**src/rtl/alu_pkg.sv**
```systemverilog
// Shared definitions for the ALU execution unit: opcodes, flag bit indices, FSM states.
package alu_pkg;

  typedef enum logic [2:0] {
    OP_XOR  = 3'b000,
    OP_SHR  = 3'b001,
    OP_MOV  = 3'b010,
    OP_EXCH = 3'b011,
    OP_ADD  = 3'b100,
    OP_SUB  = 3'b101,
    OP_OR   = 3'b110,
    OP_AND  = 3'b111
  } alu_op_e;

  // Bit positions inside the {Z,N,C} flag register.
  localparam int unsigned FLAG_Z = 2;
  localparam int unsigned FLAG_N = 1;
  localparam int unsigned FLAG_C = 0;

  localparam logic [0:0] ST_IDLE  = 1'b0;
  localparam logic [0:0] ST_SHIFT = 1'b1;

endpackage

```
**src/rtl/alu_exec_unit_if.sv**
```systemverilog
// Request/response handshake bundle between an issuing master and the ALU unit.
interface alu_exec_unit_if #(
  parameter int unsigned DATA_W = 16
);
  logic              in_valid;
  logic              in_ready;
  logic [2:0]        op;
  logic [DATA_W-1:0] ra;
  logic [DATA_W-1:0] rb;
  logic              out_valid;
  logic              out_ready;
  logic [DATA_W-1:0] res_a;
  logic [DATA_W-1:0] res_b;
  logic [2:0]        znc;

  modport master (
    output in_valid, op, ra, rb, out_ready,
    input  in_ready, out_valid, res_a, res_b, znc
  );

  modport slave (
    input  in_valid, op, ra, rb, out_ready,
    output in_ready, out_valid, res_a, res_b, znc
  );
endinterface

```
**src/rtl/alu_shift_seq.sv**
```systemverilog
// Bit-serial logical right shifter: one position per step until the count runs out.
module alu_shift_seq #(
  parameter int unsigned DATA_W  = 16,
  parameter int unsigned SHAMT_W = $clog2(DATA_W)
) (
  input  logic               clk,
  input  logic               rst,
  input  logic               i_load,
  input  logic [DATA_W-1:0]  i_data,
  input  logic [SHAMT_W-1:0] i_amount,
  input  logic               i_step,
  output logic [DATA_W-1:0]  o_data_nxt,
  output logic               o_done,
  output logic               o_last_out_bit
);

  logic [DATA_W-1:0]  r_data;
  logic [SHAMT_W-1:0] r_count;

  // Operand/count capture on load, then one shift per step while count is non-zero.
  always_ff @(posedge clk or posedge rst) begin
    if (rst) begin
      r_data  <= '0;
      r_count <= '0;
    end else if (i_load) begin
      r_data  <= i_data;
      r_count <= i_amount;
    end else if (i_step && (r_count != '0)) begin
      r_data  <= o_data_nxt;
      r_count <= r_count - SHAMT_W'(1);
    end
  end

  // Step result is exposed combinationally so the final step can be registered directly.
  assign o_data_nxt     = r_data >> 1;
  assign o_last_out_bit = r_data[0];
  assign o_done         = (r_count == SHAMT_W'(1));

endmodule

```
**src/rtl/alu_exec_unit.sv**
```systemverilog
// Single-issue ALU with valid/ready handshakes; SHR runs bit-serially, everything else in 1 cycle.
module alu_exec_unit
  import alu_pkg::*;
#(
  parameter int unsigned DATA_W  = 16,
  parameter int unsigned SHAMT_W = $clog2(DATA_W)
) (
  input  logic           clk,
  input  logic           rst,
  alu_exec_unit_if.slave bus
);

  logic [0:0]         r_state;
  logic               r_out_valid;
  logic [DATA_W-1:0]  r_res_a;
  logic [DATA_W-1:0]  r_res_b;
  logic [2:0]         r_znc;

  logic               w_in_ready;
  logic               w_accept;
  logic [SHAMT_W-1:0] w_amount;
  logic               w_shr_multi;
  logic [DATA_W:0]    w_sum;
  logic [DATA_W:0]    w_diff;
  logic [DATA_W-1:0]  w_res_a;
  logic [DATA_W-1:0]  w_res_b;
  logic               w_c;
  logic               w_flags_upd;
  logic [2:0]         w_znc;
  logic [2:0]         w_shift_znc;
  logic [DATA_W-1:0]  w_shift_nxt;
  logic               w_shift_bit;
  logic               w_shift_done;
  logic               w_in_shift;

  assign w_in_shift  = (r_state == ST_SHIFT);
  assign w_in_ready  = !w_in_shift && (!r_out_valid || bus.out_ready);
  assign w_accept    = bus.in_valid && w_in_ready;
  assign w_amount    = bus.rb[SHAMT_W-1:0];
  assign w_shr_multi = (bus.op == OP_SHR) && (w_amount != '0);

  alu_shift_seq #(
    .DATA_W  (DATA_W),
    .SHAMT_W (SHAMT_W)
  ) u_shift (
    .clk            (clk),
    .rst            (rst),
    .i_load         (w_accept && w_shr_multi),
    .i_data         (bus.ra),
    .i_amount       (w_amount),
    .i_step         (w_in_shift),
    .o_data_nxt     (w_shift_nxt),
    .o_done         (w_shift_done),
    .o_last_out_bit (w_shift_bit)
  );

  // Single-cycle datapath; SHR here only covers the zero-amount case (pass-through, C kept).
  always_comb begin
    w_sum       = {1'b0, bus.ra} + {1'b0, bus.rb};
    w_diff      = {1'b0, bus.ra} - {1'b0, bus.rb};
    w_res_a     = bus.ra;
    w_res_b     = bus.rb;
    w_c         = r_znc[FLAG_C];
    w_flags_upd = 1'b1;
    case (bus.op)
      OP_ADD: begin
        w_res_a = w_sum[DATA_W-1:0];
        w_c     = w_sum[DATA_W];
      end
      OP_SUB: begin
        w_res_a = w_diff[DATA_W-1:0];
        w_c     = w_diff[DATA_W];
      end
      OP_OR: begin
        w_res_a = bus.ra | bus.rb;
        w_c     = 1'b0;
      end
      OP_AND: begin
        w_res_a = bus.ra & bus.rb;
        w_c     = 1'b0;
      end
      OP_XOR: begin
        w_res_a = bus.ra ^ bus.rb;
        w_c     = 1'b0;
      end
      OP_MOV: begin
        w_res_b     = bus.ra;
        w_flags_upd = 1'b0;
      end
      OP_EXCH: begin
        w_res_a     = bus.rb;
        w_res_b     = bus.ra;
        w_flags_upd = 1'b0;
      end
      default: ;
    endcase
  end

  // Flag values for the immediate path and for the final serial-shift step.
  always_comb begin
    w_znc               = r_znc;
    w_shift_znc         = '0;
    if (w_flags_upd) begin
      w_znc[FLAG_Z]     = (w_res_a == '0);
      w_znc[FLAG_N]     = w_res_a[DATA_W-1];
      w_znc[FLAG_C]     = w_c;
    end
    w_shift_znc[FLAG_Z] = (w_shift_nxt == '0);
    w_shift_znc[FLAG_N] = w_shift_nxt[DATA_W-1];
    w_shift_znc[FLAG_C] = w_shift_bit;
  end

  // Control FSM and result/flag registers; results only move when a new one is produced.
  always_ff @(posedge clk or posedge rst) begin
    if (rst) begin
      r_state     <= ST_IDLE;
      r_out_valid <= 1'b0;
      r_res_a     <= '0;
      r_res_b     <= '0;
      r_znc       <= '0;
    end else if (w_accept) begin
      if (w_shr_multi) begin
        r_state     <= ST_SHIFT;
        r_out_valid <= 1'b0;
        r_res_b     <= bus.rb;
      end else begin
        r_out_valid <= 1'b1;
        r_res_a     <= w_res_a;
        r_res_b     <= w_res_b;
        r_znc       <= w_znc;
      end
    end else if (w_in_shift && w_shift_done) begin
      r_state     <= ST_IDLE;
      r_out_valid <= 1'b1;
      r_res_a     <= w_shift_nxt;
      r_znc       <= w_shift_znc;
    end else if (r_out_valid && bus.out_ready) begin
      r_out_valid <= 1'b0;
    end
  end

  assign bus.in_ready  = w_in_ready;
  assign bus.out_valid = r_out_valid;
  assign bus.res_a     = r_res_a;
  assign bus.res_b     = r_res_b;
  assign bus.znc       = r_znc;

endmodule

```
**src/flat_wrapper.sv**
```systemverilog
// flat-port wrapper written by rule: the top's interface ports become plain ports
module alu_exec_unit_flat import alu_pkg::*;
#(
  parameter int unsigned DATA_W  = 16,
  parameter int unsigned SHAMT_W = $clog2(DATA_W)
)
  (clk, rst, bus_in_valid, bus_op, bus_ra, bus_rb, bus_out_ready, bus_in_ready, bus_out_valid, bus_res_a, bus_res_b, bus_znc);
  alu_exec_unit_if #(.DATA_W(DATA_W)) bus_i ();
  input  logic clk;
  input  logic rst;
  input wire logic [$bits(bus_i.in_valid)-1:0] bus_in_valid;
  input wire logic [$bits(bus_i.op)-1:0] bus_op;
  input wire logic [$bits(bus_i.ra)-1:0] bus_ra;
  input wire logic [$bits(bus_i.rb)-1:0] bus_rb;
  input wire logic [$bits(bus_i.out_ready)-1:0] bus_out_ready;
  output wire logic [$bits(bus_i.in_ready)-1:0] bus_in_ready;
  output wire logic [$bits(bus_i.out_valid)-1:0] bus_out_valid;
  output wire logic [$bits(bus_i.res_a)-1:0] bus_res_a;
  output wire logic [$bits(bus_i.res_b)-1:0] bus_res_b;
  output wire logic [$bits(bus_i.znc)-1:0] bus_znc;
  assign bus_i.in_valid = bus_in_valid;
  assign bus_i.op = bus_op;
  assign bus_i.ra = bus_ra;
  assign bus_i.rb = bus_rb;
  assign bus_i.out_ready = bus_out_ready;
  assign bus_in_ready = bus_i.in_ready;
  assign bus_out_valid = bus_i.out_valid;
  assign bus_res_a = bus_i.res_a;
  assign bus_res_b = bus_i.res_b;
  assign bus_znc = bus_i.znc;
  alu_exec_unit #(.DATA_W(DATA_W), .SHAMT_W(SHAMT_W)) u_core (.clk(clk), .rst(rst), .bus(bus_i));
endmodule
```
**config.mk**
```make
export PLATFORM = sky130hd
export DESIGN_NAME = alu_exec_unit_flat
export DESIGN_NICKNAME = d
export VERILOG_FILES = /design/src/rtl/alu_pkg.sv /design/src/rtl/alu_exec_unit_if.sv /design/src/rtl/alu_shift_seq.sv /design/src/rtl/alu_exec_unit.sv /design/src/flat_wrapper.sv
export SDC_FILE = /design/constraint.sdc
export NUM_CORES = 1
export LEC_CHECK = 0
export ABC_CLOCK_PERIOD_IN_PS = 4800
export CAP_MARGIN = 0
export CORE_AREA = 4 4 135 137
export DETAILED_ROUTE_END_ITERATION = 10
export DIE_AREA = 0 0 139 141
export SLEW_MARGIN = 10
export SYNTH_ARGS = -nofsm -noshare
export SYNTH_HDL_FRONTEND = slang
export SYNTH_SLANG_ARGS = --single-unit
```
**constraint.sdc**
```tcl
create_clock -name clk -period 4.8 [get_ports clk]
set_input_delay 0.48 -clock clk [delete_from_list [all_inputs] [get_ports clk]]
set_output_delay 0.48 -clock clk [all_outputs]
set_load 0.1 [all_outputs]
```
==> flow_summary.toml <==
[power]
p_per_area_mw_per_mm2 = 547.2
p_leak_nw = 3.104
total_power_w = 0.003922
vdd_drop_max_v = 0.0003764

[clock_network]
cts.sinks = 57
cts.htree.levels = 3
clock_latency_ns = 0.35
post_cts_buffers = 0
clockRootBuffer = "clkbuf_16"
clk_pin_slew_worst_paths_ns = 0.06
ctsLongestPathBuffers = 2
cts_tree = "built"
cts_inserted_buffers = 9
cts_resized = 0
postCtsHoldBufs = 0

[layout]
drive_above_1_share = 0.07473
nets = 935
fillCellCount = 1790
multi_input_area_mm2 = 0.004045
seqCellArea_mm2 = 0.001426
diodes = 0
syn2layout_area_growth_pct = 21.43

[detailed_routing]
wl_per_cell_um = 19.46
drc = 0
drt_wl_total_mm = 20.78
antenna_left = 0
vias = 6075
firstDrtPassIters = 7
drt_iter0_markers = 629
avgViaCountPerCell = 5.688

[min_path]
hold_depth = 2
min-delay-start = "u_core.bus.res_b[12]"
worst_hold_path_type = "register to register"

[sta]
final-setup-viol-count = 0
drv_slew = 0
fin_skew_ns = 0.02065
relSlewSlack = 0.3449
finalHoldViolCount = 0
setup_tns_ns = 0
rsz0062_at_grt = "false"
setup_ws_ns = 1.042
worstMarginPinSlew_ns = 0.9797
fin_crit_sh = 0.7830
fmax_mhz = 266.1
finalCriticalPeriod_ns = 3.758

[grt]
grt_use_met3 = 0.02985
grt.busiest_layer = "met2"
grt_pass1_vias = 5737
grt_util_met2 = 0.3396
grt_pass1_wl_mm = 32.51
overflow = 0
antenna_found_initial = 0
gr-usage-met1 = 0.2833
track_usage = 0.2087
grt_start_max_net_pins = 58

[critical_path]
path_class = "input port to register"
startpoint_type = "input port"
r2r-end = "u_core.bus.znc[2]"
crit_start = "bus_ra[4]"
worstPathMaxFanout = 12
critPathRequiredTime_ns = 5.08
crit_path_end_kind = "register"
timing.rr.start = "u_core.r_state"
cp.arrival_ns = 4.04
rrSetupSlack_ns = 1.97
rr_worst_depth = 10
endpoint = "u_core.bus.znc[2]"

[floorplan]
num_rows = 48
initial_utilization = 0.3460
die_h_um = 141
die_w_um = 139
ios = 76
coreArea_mm2 = 0.01706
die-area_mm2 = 0.01960

[synth]
ys_seq_elements = 57
async_reset_ff_frac = 1.000
yosys_warnings = 0
synth-edff-count = 0
synth_area_mm2 = 0.005902
yosysMostFrequentCell = "nand2_1"
synthCells = 781
yosys.area.top_type = "dfrtp_1"
syn-num-nets = 877
avgSynthCellArea_um2 = 7.557
yosysTopAreaCellShare = 0.2417
seq_area_frac_synth = 0.2417
synth_area_leaders = "dfrtp_1 24%, ha_1 12%, a21oi_1 6.1%, nand2_1 6.0%, o21ai_0 5.9%"
yosys-top-cells-count = "95 x nand2_1, 74 x nor2_1, 72 x a21oi_1"
ys_dominant_reg_cell = "dfrtp_1"
synth_cell_types = 81

[status]
status = "finished, final reports clean"

[placed_design]
dpl.hpwl_mm = 15.69
pre_cts_slack_ns = 0.7372
gp_congestion = 0.9524
port_buffers = 75

[flow_run]
maxCapViolCount = 0
routing by layer:
| metal | routed length, um | vias to the layer above |
|---|---|---|
| met5 | 0 | - |
| met4 | 611 | 0 |
| met3 | 1222 | 37 |
| met2 | 9656 | 240 |
| met1 | 9289 | 2872 |
| li1 | - | 2926 |
cells by family (layout without fill, tap and decap cells):
group | count (synthesis) | count (layout) | synth area share
AO/OA/AOI/OAI | 293 | 293 | 0.3290
AND/OR/NAND/NOR | 250 | 250 | 0.1957
buffers and inverters | 103 | 165 | 0.07399
adder cells (fa/ha/maj) | 57 | 57 | 0.1234
flip-flops | 57 | 57 | 0.2417
multiplexers | 14 | 14 | 0.02586
XOR/XNOR | 7 | 7 | 0.01039
flip-flops by register name, indices dropped and copies added, names as in the netlist:
signal                  count
u_core.bus.res_a           16
u_core.bus.out_valid        1
u_core.bus.res_b           16
u_core.r_state              1
u_core.bus.znc              3
u_core.u_shift.r_data      16
u_core.u_shift.r_count      4
stage by stage:
| step | hold slack [ns] | cell area, um^2 | cells | util |
|---|---|---|---|---|
| after floorplan | 0.4847 | 5902 | 781 | - |
| after global placement | 0.4617 | 6870 | 1053 | 0.4028 |
| after detailed placement | 0.4705 | 6870 | 1053 | 0.4028 |
| after CTS | 0.4821 | 7167 | 1068 | 0.4202 |
| after global routing | 0.4895 | 7167 | 1068 | 0.4202 |
| final | 0.4718 | 7167 | 1068 | 0.4202 |
layout by cell type, fill, tap and decap left out, drive strengths merged, types with 3 or more instances in the layout:
cell	netlist	final
and3	3	3
o21ai	75	75
o211ai	15	15
dfrtp	57	57
xnor2	4	4
xor2	3	3
nand2b	11	11
a21oi	72	72
a22oi	12	12
o22a	4	4
nor2	75	75
o21bai	4	4
clkbuf	28	12
buf	24	25
and4	3	3
o221ai	3	3
inv	51	51
nand2	95	95
o21a	9	9
mux2i	13	13
a221oi	5	5
o22ai	12	12
o31ai	6	6
nand3	16	16
clkdlybuf4s50	0	74
a31oi	10	10
ha	55	55
a2111oi	4	4
o211a	3	3
nor2b	11	11
a311oi	3	3
nor3	12	12
a21o	15	15
or2	4	4
o311ai	3	3
o21ba	3	3
o221a	3	3
a211oi	13	13
nor4	7	7
a211o	3	3
worst min-delay path by stage:
stage	slack, ns	end
after floorplan	0.48	u_core.u_shift.r_data[2]
after global placement	0.46	u_core.bus.res_b[2]
after detailed placement	0.47	u_core.bus.res_b[8]
after CTS	0.48	u_core.bus.res_b[15]
after global routing	0.49	u_core.bus.res_b[12]
final	0.47	u_core.bus.res_b[12]
worst max-delay path, cell delays in order:
cell	delay (ns)
clkdlybuf4s50_1	0.64
inv_1	0.11
ha_1	0.56
nor3_1	0.16
a2111oi_4	0.47
nor2_2	0.07
or2_4	0.28
a311oi_4	0.28
o211ai_2	0.13
o22ai_2	0.24
or4b_1	0.47
o21ai_1	0.14
area by class of cell:
type / instances / area share
flip-flops and latches: 57 / 0.1990
inverters: 51 / 0.02671
repair buffers: 99 / 0.1292
well taps: 225 / 0.03928
multi-input cells: 621 / 0.5644
clock inverters: 3 / 0.005587
clock buffers: 12 / 0.03579
power by group:
part	total (W)	switching, W	internal, W
Clock	0.000666	0.000241	0.000425
Sequential	0.000877	0.000175	0.000702
Combinational	0.00238	0.00175	0.000626
Total	0.00392	0.00217	0.00175
Note: power is estimated with default switching activity, not from simulation.
